<file path="config.mk">
export PLATFORM = sky130hd
export DESIGN_NAME = lstm_y_stream_packer
export DESIGN_NICKNAME = d
export VERILOG_FILES = /design/src/rtl/lstm_y_stream_packer.sv
export SDC_FILE = /design/constraint.sdc
export NUM_CORES = 1
export LEC_CHECK = 0
export ABC_AREA = 1
export CORE_MARGIN = 2
export CORE_UTILIZATION = 60
export CTS_CLUSTER_DIAMETER = 30
export DETAILED_ROUTE_END_ITERATION = 7
export GPL_TIMING_DRIVEN = 0
export PLACE_DENSITY_LB_ADDON = 0.12
export SLEW_MARGIN = 20
export SYNTH_ARGS = -nofsm -noshare
export SYNTH_HDL_FRONTEND = slang
export SYNTH_SLANG_ARGS = --single-unit
export TNS_END_PERCENT = 30
</file>
<file path="constraint.sdc">
create_clock -name clk -period 5.19 [get_ports clk]
set_input_delay 1.557 -clock clk [delete_from_list [all_inputs] [get_ports clk]]
set_output_delay 1.557 -clock clk [all_outputs]
set_load 0.02 [all_outputs]
</file>
<file path="src/rtl/lstm_y_stream_packer.sv">
// Buffers LSTM y_out samples in a first-word-fall-through FIFO and streams them out with tlast every frame_len samples.
// One cycle from y_in_valid to m_tvalid; no upstream backpressure, so samples arriving while full (with no pop) are dropped and counted.
module lstm_y_stream_packer #(
    parameter int DATA_WIDTH = 16,
    parameter int DEPTH      = 16,
    localparam int CNT_WIDTH = $clog2(DEPTH) + 1
) (
    input  logic                  clk,
    input  logic                  rst,
    input  logic [DATA_WIDTH-1:0] y_in,
    input  logic                  y_in_valid,
    input  logic [15:0]           frame_len,
    output logic [DATA_WIDTH-1:0] m_tdata,
    output logic                  m_tvalid,
    input  logic                  m_tready,
    output logic                  m_tlast,
    output logic [CNT_WIDTH-1:0]  level,
    output logic [15:0]           overflow_count,
    input  logic                  overflow_clear
);
    localparam int PTR_W = $clog2(DEPTH);

    logic [DATA_WIDTH:0]  mem_q [DEPTH];
    logic [PTR_W-1:0]     wr_ptr_q, wr_ptr_d;
    logic [PTR_W-1:0]     rd_ptr_q, rd_ptr_d;
    logic [CNT_WIDTH-1:0] level_q, level_d;
    logic [15:0]          fcnt_q, fcnt_d;
    logic [15:0]          flen_q, flen_d;
    logic [15:0]          ovf_q, ovf_d;

    logic        empty, full, pop, push, drop, last_flag;
    logic [15:0] eff_len;

    assign empty = (level_q == '0);
    assign full  = (level_q == CNT_WIDTH'(DEPTH));
    assign pop   = !empty && m_tready;
    assign push  = y_in_valid && (!full || pop);
    assign drop  = y_in_valid && full && !pop;

    // A new frame takes its length from frame_len on the same cycle; later samples use the latched copy.
    always_comb begin
        eff_len = 16'd1;
        if (fcnt_q == 16'd0) begin
            if (frame_len != 16'd0) eff_len = frame_len;
        end else begin
            if (flen_q != 16'd0) eff_len = flen_q;
        end
    end

    assign last_flag = (fcnt_q == eff_len - 16'd1);

    always_comb begin
        wr_ptr_d = wr_ptr_q;
        rd_ptr_d = rd_ptr_q;
        level_d  = level_q;
        fcnt_d   = fcnt_q;
        flen_d   = flen_q;
        ovf_d    = ovf_q;
        if (push) begin
            wr_ptr_d = wr_ptr_q + PTR_W'(1);
            fcnt_d   = last_flag ? 16'd0 : fcnt_q + 16'd1;
            if (fcnt_q == 16'd0) flen_d = frame_len;
        end
        if (pop) rd_ptr_d = rd_ptr_q + PTR_W'(1);
        if (push && !pop)      level_d = level_q + CNT_WIDTH'(1);
        else if (!push && pop) level_d = level_q - CNT_WIDTH'(1);
        if (overflow_clear)                   ovf_d = 16'd0;
        else if (drop && ovf_q != 16'hFFFF)   ovf_d = ovf_q + 16'd1;
    end

    always_ff @(posedge clk) begin
        if (rst) begin
            wr_ptr_q <= '0;
            rd_ptr_q <= '0;
            level_q  <= '0;
            fcnt_q   <= '0;
            flen_q   <= '0;
            ovf_q    <= '0;
        end else begin
            wr_ptr_q <= wr_ptr_d;
            rd_ptr_q <= rd_ptr_d;
            level_q  <= level_d;
            fcnt_q   <= fcnt_d;
            flen_q   <= flen_d;
            ovf_q    <= ovf_d;
        end
    end

    always_ff @(posedge clk) begin
        if (!rst && push) mem_q[wr_ptr_q] <= {last_flag, y_in};
    end

    // Head entry is masked while empty so stale storage never reaches the stream after reset.
    assign m_tvalid       = !empty;
    assign m_tdata        = empty ? '0 : mem_q[rd_ptr_q][DATA_WIDTH-1:0];
    assign m_tlast        = !empty && mem_q[rd_ptr_q][DATA_WIDTH];
    assign level          = level_q;
    assign overflow_count = ovf_q;
endmodule

</file>
Yosys cells after proc, flatten, opt, wreduce, memory -nomap -nowiden
Memories as Yosys holds them, arrays and structs flattened. A register that Yosys moved wholly into a read port is not among the register bits.
Cells that the tools add are included.
{"block": "word_totals", "memories": 1, "ff_bits": 61, "elab_cells": 50, "latch_bits": 0, "mem_bits_rw": 272, "mem_bits_ro": 0}
{"block": "op_classes", "n_bitwise": 0, "shifts": 0, "div_mod_pow": 0, "addsub": 7, "eq_ne": 3, "muxes": 11, "n_lt_le_gt_ge": 0, "n_reduce_logical": 22, "multipliers": 0}
{"name": "mem_q", "words": 16, "word_bits": 17, "read_ports": 1, "rd_ports_with_merged_regs": 1, "write_ports": 1, "line": "23", "text": "logic [DATA_WIDTH:0] mem_q [DEPTH];"}
{"op": "16-bit two-way mux", "n": 5}
{"op": "16-bit by 1-bit adder with 16-bit output, second input constant", "n": 2}
{"op": "16-bit nonzero test", "n": 2}
{"op": "16-bit equality test", "n": 1}
{"op": "16-bit logical NOT", "n": 1}
{"op": "16-bit != test, second input constant", "n": 1}
{"op": "16-bit by 1-bit subtractor with 16-bit output, second input constant", "n": 1}
{"op": "5-bit two-way mux", "n": 2}
{"op": "1-bit logical AND", "n": 9}
{"op": "4-bit by 1-bit adder with 4-bit output, second input constant", "n": 2}
{"op": "4-bit two-way mux", "n": 2}
{"op": "5-bit by 1-bit adder with 5-bit output, second input constant", "n": 1}
{"op": "5-bit equality test, second input constant", "n": 1}
{"op": "1-bit logical NOT", "n": 5}
{"op": "5-bit logical NOT", "n": 1}
{"op": "5-bit by 1-bit subtractor with 5-bit output, second input constant", "n": 1}
{"op": "1-bit two-way mux", "n": 2}
{"op": "2-bit AND reduction", "n": 1}
{"op": "2-bit nonzero test", "n": 1}
{"op": "2-bit OR reduction", "n": 1}
{"op": "1-bit logical OR", "n": 1}

Logic depth before layout (Yosys ltp)
Gate-level depths: netlist (run 1).
{"block": "logic_depth", "word_depth": 9, "mapped_depth": 23}

Worst setup path after synthesis (run 1)
OpenSTA, ideal clock, no wires.
{"block": "synth_timing", "path_type": "input port to flip-flop", "from": "input port frame_len[1]", "to": "memory mem_q[0][16] (netlist bit) (data pin)", "setup_time_ns": 0.327, "path_slack_ns": 1.177, "arrival_time_ns": 3.686, "path_stages": 16, "path_cell_list": "inv_1 -> nand3_1 -> nor2_1 -> nand2_1 -> nand3_1 -> nand2_1 -> ha_1 -> nand3_1 -> nor2_2 -> inv_2 -> nor2_1 -> nand2_1 -> xor2_1 -> nand4_1 -> nand3b_1 -> nor3_1"}
{"block": "synth_via", "elab_chain_cells": 5}
{"item": "from (decl)", "line": "12", "text": "input logic [15:0] frame_len,"}
{"item": "16-bit nonzero test", "line": "44", "text": "if (frame_len != 16'd0) eff_len = frame_len;"}
{"item": "16-bit two-way mux *", "line": "44"}
{"item": "16-bit two-way mux *", "line": "43", "text": "if (fcnt_q == 16'd0) begin"}
{"item": "16-bit by 1-bit subtractor with 16-bit output *", "line": "50", "text": "assign last_flag = (fcnt_q == eff_len - 16'd1);"}
{"item": "16-bit equality test *", "line": "50"}
{"item": "via last_flag", "line": "31", "text": "logic empty, full, pop, push, drop, last_flag;"}
{"item": "to (decl)", "line": "23"}
The timed path passes the listed nets; every way through them passes the cells marked *.

==> flow_metrics.tcl, run 1 <==
set metrics [dict create \
    status "complete, no violations" \
    num_vias 11800 \
    core_um2 24300 \
    die_w_um 161 \
    num_io_pins 76 \
    drt_iter0_drc 1370 \
    worstPathRequired_ns 3.63 \
    p_clk_share_pct 43.4 \
    synth_cells 1424 \
    synth_mux_area_share_pct 0 \
    min_period_ns 5.14 \
    wire_per_inst_um 21.7 \
    setup_viol 0 \
    wirelength_um 42300 \
    placementRows 57 \
    holdBufCountCts 0 \
    post-cts-setup-buffers 0 \
    r2r_cells 19 \
    r2r_start "fcnt_q[0]" \
    seq_area_frac_synth_pct 63.7 \
    dieArea_um2 26100 \
    antenna_found_initial 0 \
    viasPerCell 6.07 \
    start_util_pct 61.1 \
    synth_xor_area_share_pct 1.59 \
    yosys_warnings 0 \
    root_buffer "clkbuf_16" \
    synth_area_leaders "edfxtp_1, dfxtp_1, nor2_1" \
    place_inst 1833 \
    num-nets-final 1622 \
    cp-end-kind "output port" \
    multiInputGateArea_um2 4800 \
    ant_nets 0 \
    ys_ff_latch 337 \
    synth_edf_count 272 \
    portBuffers 75 \
    cts_num_sinks 337 \
    leakagePower_nw 6.65 \
    final_cell_mix "edfxtp_1, nor2_1, o21ai_0, nand2_1, inv_1" \
    syn_avg_cell_area_um2 10.4 \
    dp_hpwl_um 26700 \
    slew_headroom_pct 48.2 \
    grt_pass1_wl_um 64200 \
    firstDrtPassIters 7 \
    holdPathStages 2 \
    power_density_nw_per_um2 509 \
    final_area_um2 18400 \
    grt-ovfl-total 0 \
    synth_top_area_cell "edfxtp_1" \
    fin_skew_ns 0.0210 \
    intPower_mw 6.35 \
    numCtsBuffers 60 \
    drc 0 \
    regArea_um2 9470 \
    dpl_cell_area_um2 16200 \
    synthSimpleGateAreaFrac_pct 16.9 \
    synth-main-ff-cell "edfxtp_1" \
    layout_commonest_cell "edfxtp_1" \
    hp-start "overflow_count[8]" \
    combPwrFrac_pct 23.7 \
    cts_tree "built" \
    slew_violations 0 \
    antenna_cells 0 \
    syn_area_um2 14900 \
    area_growth_pct 23.6 \
    clockBufferDepth 3 \
    clock.fmax_mhz 194 \
    synth_top_family_by_area "simple AND/OR/NAND/NOR gates" \
    die_h_um 161 \
    rsz0062_at_grt "true" \
    synth_compound_area_share_pct 12.0 \
    synthDominantCellAreaShare_pct 54.9 \
    vdd_drop_max_mv 0.482 \
    nFillCells 1610 \
    maxCapViolations 0 \
    p_sw_share_pct 32.1 \
    crit_path_max_fanout 10 \
    p_sw_mw 3.01 \
    start_kind "register" \
    clk_pin_slew_ns 0.05 \
    grt.total_usage_pct 32.4 \
    gp_congestion 0.896 \
    fin_ws_ns 0.0472 \
    period_share_pct 99.1 \
    cp.arrival_ns 3.59 \
    grt_max_degree 18 \
    drive_gt1_share_pct 13.6 \
    worstMarginPinSlew_ns 0.775 \
    synthAdderAreaFrac_pct 1.23 \
    synth_cell_types 43 \
    dp_slack_ns 0.355 \
    synthArstFlopShare_pct 0 \
    seq_power_share_pct 32.9 \
    insertion_delay_ns 0.58 \
    finalHoldViolCount 0 \
    syn-num-nets 1475 \
    grt_pass1_vias 11600 \
    setup.worst_path.class "register to output port" \
    final_cells 1947 \
    h-tree-depth 2 \
    hold_class "register to register" \
]
## cell usage after synthesis (3+ instances only)
cell	instances
nand2_2	22
clkbuf_1	63
nor2_2	13
nand4_1	9
dfxtp_1	65
o221ai_1	50
buf_6	4
nor3_1	21
a21oi_1	45
ha_1	13
o22ai_1	18
inv_2	12
nor2_4	7
nand3_1	76
o21ai_2	3
inv_1	89
clkinv_1	3
o21ai_0	174
nor2_1	278
edfxtp_1	272
xor2_1	25
nand2_1	127
nand2_4	4
o21a_1	3
a211oi_1	5
## stage by stage
step / power (mW) / util, % / hold slack, ns / setup TNS (ns)
after global routing: 9.65 / 75.6 / 0.515 / -0.0220
after global placement: 5.20 / 65.9 / 0.463 / -6.57
after CTS: 9.31 / 75.6 / 0.487 / 0
final: 9.36 / 75.6 / 0.483 / 0
after floorplan: 4.43 / - / 0.451 / 0
after detailed placement: 5.26 / 66.7 / 0.474 / 0
## layout make-up
cell class              instances  share of cell area (%)
clock buffers                  68                    8.50
inverters                     104                    2.12
clock inverters                46                    3.11
flip-flops and latches        337                    51.5
well taps                     324                    2.21
plain buffers                  68                    1.66
repair buffers                 85                    4.76
multi-input cells             915                    26.1
## metal layers
layer	vias to the layer above	part of all wire, %	track usage, %
met1	5613	37	40.6
met5	-	0	0
li1	5328	-	-
met2	741	49	55.4
met3	139	9.4	5.70
met4	0	4.4	14.4
## cell families after synthesis
logic type / count (synthesis)
xor gates and xnor gates: 27
adders and majority gates: 14
DFF: 337
AOI/OAI and AO/OA: 305
and+or+nand+nor: 569
buffers and inverters: 172
## path summary, 6_finish.rpt
| path | end | slack (ns) |
|---|---|---|
| min | overflow_count[8] | 0.48 |
| max | m_tdata[13] | 0.05 |
| max reg2reg | mem_q[2][16] | 1.51 |
| min reg2reg | overflow_count[8] | 0.48 |
## state kept, by name (all words and copies together), names as in the netlist, named ones only
register and count:
wr_ptr_q 4, fcnt_q 16, mem_q 272, overflow_count 16
rd_ptr_q 4, level 5, flen_q 16
## repair_timing
item,CTS,global route
resized for setup,8,14
hold endpoints to repair,0,0
endpoints found under the setup margin,17,9
## worst max-delay path, cell delays in order (launching register included)
cell             delay [ns]
dfxtp_1                0.43
inv_1                  0.21
clkbuf_2               0.32
clkbuf_1               0.37
o21ai_0                0.18
o221ai_1               0.39
nand3_1                0.14
a21oi_1                0.30
clkdlybuf4s50_1        0.67
## power by group through the flow
stage | clock, mW | sequential [mW] | combinational [mW]
floorplan | 0 | 3.13 | 1.30
global placement | 0 | 3.13 | 2.08
detailed placement | 0 | 3.13 | 2.13
CTS | 4.06 | 3.08 | 2.17
global route | 4.19 | 3.09 | 2.38
finish | 4.06 | 3.08 | 2.22
Power figures use the tool's default switching activity.
==> run 2: changes to the inputs <==
- ABC_AREA: 1 -> default
- CORE_MARGIN: 2 -> default
- clock period: 5.19 -> 5.2 ns (I/O delays scaled with it)
==> run 2 against run 1 <==
Against the previous run:
- via count shrank 25%
- setup slack gained 0.017 ns
- register-to-register slack lost 1.3 ns
- sequential share of layout area grew 0.35 points
- non-clock buffer count shrank 23
- clock skew grew 0.0026 ns
- critical endpoint is now m_tlast
==> flow_metrics.tcl, run 2 <==
set metrics [dict create \
    status "complete, no violations" \
    final_area_um2 18300 \
    grt_pass1_vias 9029 \
    start_util_pct 61.3 \
    rsz0062_at_grt "false" \
    top_register "mem_q" \
    synthArstFlopShare_pct 0 \
    leakagePower_nw 6.16 \
    cp.arrival_ns 3.58 \
    wirelength_um 36400 \
    antenna_found_initial 2 \
    largest_register_ffs 272 \
    seq_area_frac_synth_pct 65.8 \
    fin_skew_ns 0.0237 \
    final_cells 1436 \
    grt-ovfl-total 0 \
    vdd_drop_max_mv 0.403 \
    synthDominantCellAreaShare_pct 56.8 \
    clock.fmax_mhz 195 \
    synth_cell_types 61 \
    dp_slack_ns -1.08 \
    path_cells "clkbuf_1 -> clkbuf_2 -> clkbuf_2 -> mux4_2 -> mux4_2 -> and2_1 -> clkdlybuf4s50_1" \
    clockBufferDepth 3 \
    die_h_um 157 \
    drc 0 \
    ys_ff_latch 337 \
    firstDrtPassIters 5 \
    h-tree-depth 3 \
    synth_edf_count 272 \
    worstPathRequired_ns 3.64 \
    cp-end-kind "output port" \
    start_kind "register" \
    cp_slowest_stage_delay_ns 0.55 \
    maxCapViolations 0 \
    setup.worst_path.class "register to output port" \
    yosysMostFrequentCell "edfxtp_1" \
    setup_viol 0 \
    synth_top_area_cell "edfxtp_1" \
    min_period_ns 5.14 \
    synth_area_leaders "edfxtp_1, mux4_2, dfxtp_1" \
    layout_commonest_cell "edfxtp_1" \
    slew_violations 0 \
    drt_iter0_drc 785 \
    ant_nets 0 \
    synth_cells 910 \
    root_buffer "clkbuf_16" \
    crit_path_max_fanout 10 \
    power_density_nw_per_um2 528 \
    period_share_pct 98.8 \
    cp_num_buf_inv 4 \
    slew_headroom_pct 38.8 \
    synth-main-ff-cell "edfxtp_1" \
    gp_congestion 0.857 \
    portBuffers 73 \
    hold_class "register to register" \
    dp_hpwl_um 20300 \
    core_um2 23500 \
    placementRows 56 \
    cts_tree "built" \
    clk_pin_slew_ns 0.05 \
    grt_pass1_wl_um 55000 \
    viasPerCell 6.15 \
    slowest_stage "clkdlybuf4s50_1" \
    area_growth_pct 27.0 \
    num_vias 8836 \
    dpl_cell_area_um2 15700 \
    worstMarginPinSlew_ns 0.918 \
    num_io_pins 76 \
    num-nets-final 1114 \
    numCtsBuffers 66 \
    syn_avg_cell_area_um2 15.8 \
    holdBufCountCts 0 \
    yosys_warnings 0 \
    syn_area_um2 14400 \
    insertion_delay_ns 0.56 \
    finalHoldViolCount 0 \
    fin_ws_ns 0.0638 \
    die_w_um 157 \
    grt_max_degree 18 \
    final_cell_mix "edfxtp_1, mux4_2, clkbuf_16, dfxtp_1, nor2_1" \
    drive_gt1_share_pct 23.8 \
    yosys-top-cells-count "edfxtp_1, mux4_2, nor2_1, dfxtp_1, nand2_1" \
    final_core_util_pct 77.8 \
    place_inst 1309 \
    cp_top_family "buffers and inverters" \
    grt.total_usage_pct 31.4 \
    wire_per_inst_um 25.4 \
    syn-num-nets 961 \
    dieArea_um2 24600 \
    cts_num_sinks 337 \
    ff2ff_setup_slack_ns 0.20 \
]
## run 2: cell types whose count changed after synthesis, moves of 28 or more
cell / change
clkbuf_1: -30
inv_1: -76
mux4_2: +85
nand2_1: -65
nand3_1: -60
nor2_1: -198
o21ai_0: -162
o221ai_1: -50
xnor2_1: +28
## run 2: routing by layer
layer  part of all wire (%)  global-route usage, %  routed length, um  up-vias
met5                      0                      0                  0        -
met4                    3.0                   13.0               1090        0
met3                    8.3                   5.95               3030       71
met2                     50                   52.0              18300      466
met1                     38                   40.9              14000     4456
li1                       -                      -                  -     3843
## run 2: worst register-to-register path: cells and delay by family, from the launching register on
kind | cells | cell delay, ns
adder cells (fa/ha/maj) | 2 | 0.42
XOR/XNOR | 2 | 0.29
AO/OA/AOI/OAI | 1 | 0.35
multiplexers | 2 | 0.43
AND/OR/NAND/NOR | 7 | 2.10
flip-flops | 1 | 0.34
buffers and inverters | 5 | 0.98
## run 2: path summary, 6_finish.rpt
check,startpoint,endpoint,cells after the start
worst max-delay path,register,m_tlast,7
worst min-delay path,flen_q[0],flen_q[0],2
worst max register to register,fcnt_q[1],fcnt_q[9],19
worst min register to register,flen_q[0],flen_q[0],2
## run 2: what timing repair did
action	CTS	global route
resized for setup	43	11
cloned	0	0
setup endpoints to repair	48	45
pin swaps	2	3
buffers inserted	4	2
## run 2: cell families after synthesis
| group | synth area share [%] |
|---|---|
| DFF | 65.8 |
| and+or+nand+nor | 9.53 |
| muxes | 14.9 |
| AOI/OAI and AO/OA | 2.98 |
| xor gates and xnor gates | 3.84 |
| buffers and inverters | 1.64 |
| adders and majority gates | 1.27 |
## run 2: cell type report
type	count	area, um2
Inverter	13	48.8
Timing Repair Buffer	86	877
Buffer	44	226
Antenna cell	1	2.50
Clock buffer	79	1800
Multi-Input combinational cell	515	4850
Sequential cell	337	9470
Tap cell	319	399
Clock inverter	42	577
Fill cell	1355	5210
## run 2: power breakdown
| part | internal, mW | total [mW] | switching [mW] |
|---|---|---|---|
| clock | 3.06 | 4.53 | 1.48 |
| combinational | 0.978 | 2.06 | 1.08 |
| sequential | 2.99 | 3.04 | 0.0574 |
## run 2: through the flow
step / hold slack, ns / power (mW) / TNS [ns]
after floorplan: 0.431 / 4.42 / 0
after global placement: 0.443 / 5.04 / -68.35
after detailed placement: 0.458 / 5.08 / -37.40
after CTS: 0.464 / 9.64 / 0
after global routing: 0.493 / 9.94 / 0
final: 0.467 / 9.63 / 0
